[src/rtl/tpu_commit_ctrl_pkg.sv]
// TPU commit controller shared types.
// Order-FIFO sizing defaults and commit FSM encoding.
package tpu_commit_ctrl_pkg;

  localparam int DEPTH_BUFF_DFLT = 16;
  localparam int WIDTH_BUFF_DFLT = $clog2(DEPTH_BUFF_DFLT);

  typedef logic [WIDTH_BUFF_DFLT-1:0] issue_no_t;

  typedef enum logic [1:0] {
    IDLE  = 2'd0,
    RUN   = 2'd1,
    FLUSH = 2'd2
  } commit_state_t;

endpackage

[src/rtl/tpu_commit_ctrl_ring.sv]
// Order-FIFO pointer and occupancy tracking for the commit controller.
// Count, full and empty are registered together so they never disagree.
module tpu_commit_ctrl_ring #(
  parameter  int NUM_ENTRY = 16,
  localparam int W         = $clog2(NUM_ENTRY)
) (
  input  logic         clock,
  input  logic         reset,
  input  logic         push,
  input  logic         pop,
  output logic [W-1:0] wr_ptr,
  output logic [W-1:0] rd_ptr,
  output logic [W:0]   num,
  output logic         full,
  output logic         empty
);

  localparam logic [W-1:0] PTR_ONE = W'(1);
  localparam logic [W:0]   CNT_ONE = (W+1)'(1);
  localparam logic [W:0]   CNT_MAX = (W+1)'(NUM_ENTRY);

  logic [W:0] num_d;

  always_comb begin
    num_d = num;
    unique case ({push, pop})
      2'b10:   num_d = num + CNT_ONE;
      2'b01:   num_d = num - CNT_ONE;
      default: num_d = num;
    endcase
  end

  always_ff @(posedge clock) begin
    if (!reset) begin
      wr_ptr <= '0;
      rd_ptr <= '0;
      num    <= '0;
      full   <= 1'b0;
      empty  <= 1'b1;
    end else begin
      if (push)
        wr_ptr <= wr_ptr + PTR_ONE;
      if (pop)
        rd_ptr <= rd_ptr + PTR_ONE;
      num   <= num_d;
      full  <= (num_d == CNT_MAX);
      empty <= (num_d == '0);
    end
  end

endmodule

[src/rtl/tpu_commit_ctrl.sv]
// In-order commit controller: tracks issue order, collects lane
// completions and retires one instruction per cycle back to the hazard table.
module tpu_commit_ctrl
  import tpu_commit_ctrl_pkg::*;
#(
  parameter  int DEPTH_BUFF = DEPTH_BUFF_DFLT,
  localparam int WIDTH_BUFF = $clog2(DEPTH_BUFF)
) (
  input  logic                  clock,
  input  logic                  reset,
  input  logic                  I_Issue_Req,
  input  logic [WIDTH_BUFF-1:0] I_Issue_No,
  input  logic                  I_Done_S_Req,
  input  logic [WIDTH_BUFF-1:0] I_Done_S_No,
  input  logic                  I_Done_V_Req,
  input  logic [WIDTH_BUFF-1:0] I_Done_V_No,
  input  logic                  I_Flush,
  output logic                  O_Commit_Req,
  output logic [WIDTH_BUFF-1:0] O_Commit_No,
  output logic                  O_Full,
  output logic                  O_Empty,
  output logic                  O_Busy,
  output logic [WIDTH_BUFF:0]   O_Num,
  output logic                  O_Err
);

  localparam int W = WIDTH_BUFF;
  localparam logic [W:0] CNT_ONE = (W+1)'(1);

  logic [W-1:0]          wr_ptr;
  logic [W-1:0]          rd_ptr;
  logic [W:0]            num;
  logic                  full;
  logic                  empty;
  logic [W-1:0]          order_q [DEPTH_BUFF];
  logic [W-1:0]          head;
  logic [DEPTH_BUFF-1:0] done_q;
  logic [DEPTH_BUFF-1:0] done_d;
  logic [DEPTH_BUFF-1:0] valid_q;
  logic [DEPTH_BUFF-1:0] valid_d;
  commit_state_t         state_q;
  commit_state_t         state_d;
  logic                  push;
  logic                  pop;
  logic                  busy;
  logic                  ready;
  logic                  last;
  logic                  iss_err;
  logic                  done_err;
  logic                  commit_req_q;
  logic [W-1:0]          commit_no_q;
  logic                  err_q;

  tpu_commit_ctrl_ring #(
    .NUM_ENTRY (DEPTH_BUFF)
  ) u_ring (
    .clock  (clock),
    .reset  (reset),
    .push   (push),
    .pop    (pop),
    .wr_ptr (wr_ptr),
    .rd_ptr (rd_ptr),
    .num    (num),
    .full   (full),
    .empty  (empty)
  );

  assign head  = order_q[rd_ptr];
  assign ready = !empty && done_q[head];
  assign last  = (num == CNT_ONE);

  assign push    = I_Issue_Req && !full && !busy;
  assign iss_err = I_Issue_Req && (full || busy);

  // A completion only counts for a number that is currently outstanding
  assign done_err = (I_Done_S_Req && !valid_q[I_Done_S_No]) ||
                    (I_Done_V_Req && !valid_q[I_Done_V_No]);

  always_ff @(posedge clock) begin
    if (!reset)
      state_q <= IDLE;
    else
      state_q <= state_d;
  end

  always_comb begin
    state_d = state_q;
    unique case (state_q)
      IDLE:
        if (push)
          state_d = RUN;
      RUN:
        if (pop && !push && last)
          state_d = IDLE;
        else if (I_Flush)
          state_d = FLUSH;
      FLUSH:
        if (empty || last)
          state_d = IDLE;
      default:
        state_d = IDLE;
    endcase
  end

  always_comb begin
    pop  = 1'b0;
    busy = 1'b0;
    unique case (1'b1)
      (state_q == RUN):   pop = ready;
      (state_q == FLUSH): begin
        pop  = !empty;
        busy = 1'b1;
      end
      default: begin
        pop  = 1'b0;
        busy = 1'b0;
      end
    endcase
  end

  // Clearing the popped slot wins over a late done; a re-issue wins over the clear
  always_comb begin
    done_d  = done_q;
    valid_d = valid_q;
    if (I_Done_S_Req && valid_q[I_Done_S_No])
      done_d[I_Done_S_No] = 1'b1;
    if (I_Done_V_Req && valid_q[I_Done_V_No])
      done_d[I_Done_V_No] = 1'b1;
    if (pop) begin
      done_d[head]  = 1'b0;
      valid_d[head] = 1'b0;
    end
    if (push)
      valid_d[I_Issue_No] = 1'b1;
  end

  always_ff @(posedge clock) begin
    if (!reset) begin
      done_q       <= '0;
      valid_q      <= '0;
      commit_req_q <= 1'b0;
      commit_no_q  <= '0;
      err_q        <= 1'b0;
    end else begin
      done_q       <= done_d;
      valid_q      <= valid_d;
      commit_req_q <= pop;
      if (pop)
        commit_no_q <= head;
      err_q <= err_q || iss_err || done_err;
    end
  end

  always_ff @(posedge clock) begin
    if (push)
      order_q[wr_ptr] <= I_Issue_No;
  end

  assign O_Commit_Req = commit_req_q;
  assign O_Commit_No  = commit_no_q;
  assign O_Full       = full;
  assign O_Empty      = empty;
  assign O_Busy       = busy;
  assign O_Num        = num;
  assign O_Err        = err_q;

endmodule

[config.mk]
export PLATFORM = sky130hd
export DESIGN_NAME = tpu_commit_ctrl
export DESIGN_NICKNAME = d
export VERILOG_FILES = /design/src/rtl/tpu_commit_ctrl_pkg.sv /design/src/rtl/tpu_commit_ctrl_ring.sv /design/src/rtl/tpu_commit_ctrl.sv
export SDC_FILE = /design/constraint.sdc
export NUM_CORES = 1
export LEC_CHECK = 0
export ABC_CLOCK_PERIOD_IN_PS = 3800
export CORE_ASPECT_RATIO = 0.9
export CORE_MARGIN = 1
export CORE_UTILIZATION = 25
export DETAILED_ROUTE_END_ITERATION = 6
export PLACE_DENSITY = 0.5
export SLEW_MARGIN = 10
export SYNTH_ARGS = -nofsm -noshare
export SYNTH_HDL_FRONTEND = slang
export SYNTH_SLANG_ARGS = --single-unit
[constraint.sdc]
create_clock -name clock -period 3.8 [get_ports clock]
set_input_delay 0.57 -clock clock [delete_from_list [all_inputs] [get_ports clock]]
set_output_delay 0.57 -clock clock [all_outputs]
set_load 0.01 [all_outputs]
Word-level counts from Yosys, hierarchy flattened
Memories as Yosys holds them, arrays and structs flattened. A register that Yosys moved wholly into a read port is not among the register bits.
Cells that the tools add are included.
Storage, ports and cells
  register bits: 55
  RAM bits: 64
  input port bits: 18
  word-level logic and storage cells: 98
  memories: 1
Operators by class
  add/sub/neg operators: 4
  $lt $le $gt $ge: 8
  equal/unequal tests: 9
  multiplexer cells: 31
  bitwise gates (word level): 6
  reduce and logical (&&, ||, !) cells: 28
Memories
  order_q: words 16, width 4, read ports 1, clocked after Yosys merged registers in 1, wr ports 1, RTL line tpu_commit_ctrl.sv:35  | logic [W-1:0] order_q [DEPTH_BUFF];
Operators by type and width (number)
  16-bit 2-to-1 mux: 5
  16-bit OR: 3
  16-bit AND: 2
  4-bit by 5-bit less-than comparator with 1-bit output, second input constant: 4
  1-bit demux with 4-bit select: 4
  4-bit by 1-bit >= comparator with 1-bit output, second input constant: 4
  16-bit inverter: 1
  1-bit logical AND: 14
  1-bit binary-select mux with 4-bit select: 3
  1-bit 2-to-1 mux: 10
  5-bit one-hot mux with 2 select lines: 1
  4-bit by 1-bit adder with 4-bit output, second input constant: 2
  2-bit 2-to-1 mux: 4
  4-bit 2-to-1 mux: 2
  1-bit logical NOT: 6
  2-bit one-hot mux with 3 select lines: 1
  5-bit by 1-bit adder with 5-bit output, second input constant: 1
  5-bit by 1-bit equality test with 1-bit output, second input constant: 1
  5-bit equality test, second input constant: 1
  5-bit logical NOT: 1
  1-bit logical OR: 5
  5-bit by 1-bit subtractor with 5-bit output, second input constant: 1
  2-bit by 1-bit equality test with 1-bit output, second input constant: 2
  2-bit equality test, second input constant: 2
  5 further kinds: 6

Depth between registers and ports, before layout
  word-level depth: 10
  depth in mapped cells: 18
  mapped depth without buffers: 15

By module
From an unflattened synthesis, not the netlist that was laid out.
Unflattened totals
  cell total of the unflattened synthesis: 507
  area, all modules: 5918.2 um^2
By module, submodules not included
  tpu_commit_ctrl: times used 1, cells each 429, area an instance 5153.7 um^2, seq. area each 2722.6 um^2
  tpu_commit_ctrl_ring: times used 1, cells each 78, area an instance 764.5 um^2, seq. area each 300.3 um^2

Worst setup path after synthesis
No wires, ideal clock.
  path type: register to register
  from: register with a tool-made name
  to: register u_ring.empty
  setup time: 0.070 ns
  arrival: 3.980 ns
  required time: 3.730 ns
  slack: -0.250 ns
  cell stages (with the launch flop): 18
  buffers on the path: 4
  period minus slack after synthesis: 4.050 ns
  cells stage by stage: dfxtp_1 -> buf_6 -> buf_6 -> mux4_2 -> a22o_4 -> nor2_8 -> mux2i_1 -> a211oi_2 -> o311ai_4 -> a21oi_2 -> buf_6 -> ha_1 -> clkbuf_1 -> nor3_1 -> a21oi_1 -> o221ai_1 -> or3b_2 -> a21oi_1
RTL lines
  end signal, assigned: RTL line tpu_commit_ctrl_ring.sv:47  | empty <= (num_d == '0);
  end, declared: RTL line tpu_commit_ctrl_ring.sv:15  | output logic empty

==> flow_metrics.py <==
metrics = {
    "synthesis": {
        "post_synth_inst_count": 535,
        "yosys_warnings": 0,
        "leading_post_synthesis_cells_by_cell_area": "edfxtp_1 (32%), dfxtp_1 (20%), mux4_2 (10%)",
        "syn_area_per_cell_sq_um": 11.3,
        "synth.largest_area_cell": "edfxtp_1",
        "synth_async_sr_flop_share_pct": 0,
        "post-synth-top-area-fraction_pct": 31.8,
        "netlist-cell-type-count": 58,
        "synth-edff-count": 64,
        "netlist_area_sq_um": 6050,
        "mappedNetlistNets": 566,
        "yosysSeqAreaShare_pct": 51.3,
        "yosys_most_used_dff": "edfxtp_1",
        "postSynthRegisterBits": 123,
    },
    "critical_path": {
        "worst_setup_path_start_kind": "flop",
        "worst_ep_arrival_time_ns": 4.04,
        "timing.setup.critical_path_class": "reg2reg",
        "critical_path.endpoint_type": "flop",
        "rr_worst_depth": 15,
        "cpPeakStageDelay_ns": 0.56,
        "critical-path-slowest-cell": "mux4_2",
        "timing.critical_path.required_ns": 4.15,
        "crit_chain": "buf_12 -> buf_16 -> mux4_2 -> a22o_4 -> nor2_4 -> buf_6 -> a211oi_2 -> o311ai_4 -> a21oi_4 -> ha_4 -> nor2_1 -> mux2i_1 -> o221ai_2 -> or3b_4 -> a21oi_2",
        "critical_path_peak_fanout": 8,
    },
    "grt": {
        "grt_pass1_vias": 4440,
        "antenna_found_initial": 0,
        "overflow": 0,
        "grt_start_max_net_pins": 59,
        "total_routing_usage_gr_pct": 13.4,
        "grt_first_pass_wirelength_um": 25000,
    },
    "timing": {
        "setup_viol_count_final": 0,
        "timing.final.crit_share_pct": 97.0,
        "report.final.hold_viol_count": 0,
        "tightest_slew_ns": 0.697,
        "finalCriticalPeriod_ns": 3.69,
        "hold_slack_ns": 0.456,
        "max_freq_mhz": 271,
        "worst_case_headroom_to_the_max_slew_limit_pct": 53.4,
        "fin_skew_ns": 0.00962,
        "final_max_slew_viols": 0,
    },
    "clock_network": {
        "tritoncts.num_buffers": 17,
        "cts_sink_count": 123,
        "clock_tree.htree_level_count": 4,
        "cts_tree": "yes",
        "clkSlewWorstSetupHoldPaths_ns": 0.06,
        "max-clock-path-buffers": 2,
        "postCtsHoldBufs": 0,
        "cts-root-buf": "clkbuf_16",
        "clkLatencyLatePin_ns": 0.42,
    },
    "power_and_ir_drop": {
        "pwr-share-clk_pct": 47.1,
        "p_switching_w": 0.000876,
        "power.density_nw_per_um2": 455,
        "power.switching_fraction_pct": 25.5,
        "leakage_nw": 2.52,
        "vdd.ir_drop.worst_v": 0.000302,
        "power.share.combinational_pct": 11.0,
        "cellInternalPower_w": 0.00256,
        "seq_power_share_pct": 42.0,
    },
    "hold_path": {
        "timing.hold.worst_path_depth": 2,
        "min_path_type": "reg2reg",
    },
    "layout": {
        "layout_commonest_cell": "edfxtp_1",
        "multiInputGateArea_sq_um": 2850,
        "diodes": 0,
        "layout_common_cells": "edfxtp_1 (64), dfxtp_1 (58), nand2_1 (55)",
        "fraction_of_final_layout_cells_sized_beyond_drive_strength_1_pct": 22.1,
        "layout-area-overhead-vs-synth_pct": 24.9,
        "final.fill_count": 2317,
        "area.sequential_sq_um": 3110,
        "num-nets-final": 614,
        "final_design_area_no_fill_sq_um": 7560,
    },
    "drt": {
        "detail_route.wl_per_cell_um": 17.8,
        "routed_via_density": 5.00,
        "totalWireLength_um": 16000,
        "first_drt_iteration_drcs": 424,
        "vias": 4491,
        "drc_errors": 5,
        "post_route_antenna_net_violation_count": 0,
        "drt-pass1-iter-count": 7,
    },
    "die": {
        "initial_core_util_pct": 25.7,
        "pin_count": 32,
        "fp.dieW_um": 166,
        "placementRows": 53,
        "design.core.area_sq_um": 23500,
        "fp.dieArea_sq_um": 24800,
        "die_h_um": 150,
    },
    "status": {
        "violations_in_the_final_reports": "design-rule violations",
        "status": "complete, but fails checks",
    },
    "place": {
        "globalplace.congestion": 0.820,
        "detailed_place_hpwl_um": 11400,
        "buffer_ports.inserted": 31,
        "detailed_place.area_sq_um": 6770,
    },
    "run": {
        "max_capacitance_violation_total": 0,
    },
}
[stage by stage]
stage                     total power, W  utilization (%)  instances  worst slack (ns)  setup TNS, ns
after CTS                        0.00344             31.5        892            0.0439              0
after detailed placement         0.00182             28.8        858          -0.00106       -0.00106
final                            0.00344             32.1        898             0.113              0
after global placement           0.00181             28.8        858            0.0898              0
after global routing             0.00356             32.1        898           -0.0275        -0.0277
after floorplan                  0.00170                -        535            0.0268              0
[layer usage]
| layer | track usage (%) | wire length (um) | up-vias |
|---|---|---|---|
| li1 | - | - | 2092 |
| met1 | 17.8 | 7460 | 2217 |
| met2 | 20.5 | 7250 | 157 |
| met3 | 3.60 | 881 | 25 |
| met4 | 5.79 | 405 | 0 |
| met5 | 0 | 0 | - |
[sequential cells by signal, indices dropped and copies added (netlist names), named ones only]
signal	cells
O_Commit_No	4
O_Commit_Req	1
O_Err	1
done_q	16
order_q	64
state_q	2
u_ring.empty	1
u_ring.full	1
u_ring.num	5
u_ring.rd_ptr	4
u_ring.wr_ptr	4
valid_q	16
[worst paths after layout]
path	to	start	slack, ns
hold reg to reg	O_Commit_No[3]	O_Commit_No[3]	0.46
setup reg to reg	u_ring.empty	flop	0.11
hold / removal	O_Commit_No[3]	O_Commit_No[3]	0.46
setup / recovery	u_ring.empty	flop	0.11
[logic make-up (layout without fill, tap and decap cells)]
| family | Yosys count | in the layout | synth area share (%) |
|---|---|---|---|
| AND/OR/NAND/NOR | 196 | 196 | 16.3 |
| adder cells (fa/ha/maj) | 13 | 13 | 2.69 |
| flip-flops | 123 | 123 | 51.3 |
| XOR/XNOR | 3 | 3 | 0.434 |
| AO/OA/AOI/OAI | 107 | 107 | 12.5 |
| buffers and inverters | 49 | 110 | 3.68 |
| multiplexers | 44 | 44 | 13.1 |
[synth_stat cells, types with 2 or more instances]
cell type,n
a22oi_1,2
ha_1,13
o22ai_1,21
nand3_1,18
nor2b_1,9
buf_6,5
and3_1,6
o21ai_1,4
buf_1,2
dfxtp_1,59
a21oi_1,25
o41a_1,2
mux4_2,28
nand3b_1,2
edfxtp_1,64
nand2_1,55
and2_1,10
o31ai_1,4
or3b_2,3
a31oi_1,4
a211oi_1,3
nor2_1,46
o21ai_0,21
xnor2_1,3
clkinv_1,2
a21boi_0,2
or2_2,2
nor3_1,16
a22o_1,3
nand4_1,10
mux2_2,2
nand2b_1,11
mux2i_1,14
a22oi_4,2
inv_1,15
inv_2,2
clkbuf_1,22
o221ai_1,2
a211oi_2,2
[power groups by stage]
stage | combinational [W] | clock [W] | sequential (W)
5_1_grt | 0.000409 | 0.00171 | 0.00145
3_3_place_gp | 0.000340 | 0 | 0.00147
2_1_floorplan | 0.000230 | 0 | 0.00147
4_1_cts | 0.000353 | 0.00165 | 0.00144
3_5_place_dp | 0.000346 | 0 | 0.00147
6_report | 0.000377 | 0.00162 | 0.00144
[worst max-delay path, delay by kind of cell, from the launching register on]
family          cells  cell delay, ns
mux                 2            0.76
fa+ha+maj           1            0.33
compound gates      6            1.04
buf+inv             3            0.37
flops               1            0.38
simple gates        3            0.73
[repair_timing]
item | 4_1_cts | 5_1_grt
setup buffers | 1 | 6
gates resized for setup | 3 | 26
pin swaps | 0 | 15
gates cloned | 1 | 0
hold endpoints to repair | 0 | 0
endpoints found under the setup margin | 2 | 3
[final cells by class]
| cell class | count | share of cell area [%] |
|---|---|---|
| clock buffers | 18 | 5.68 |
| clock inverters | 14 | 2.14 |
| inverters | 19 | 0.943 |
| multi-input cells | 363 | 37.7 |
| flip-flops and latches | 123 | 41.1 |
| well taps | 302 | 5.00 |
| repair buffers | 59 | 7.46 |
Note: power is estimated with default switching activity, not from simulation.
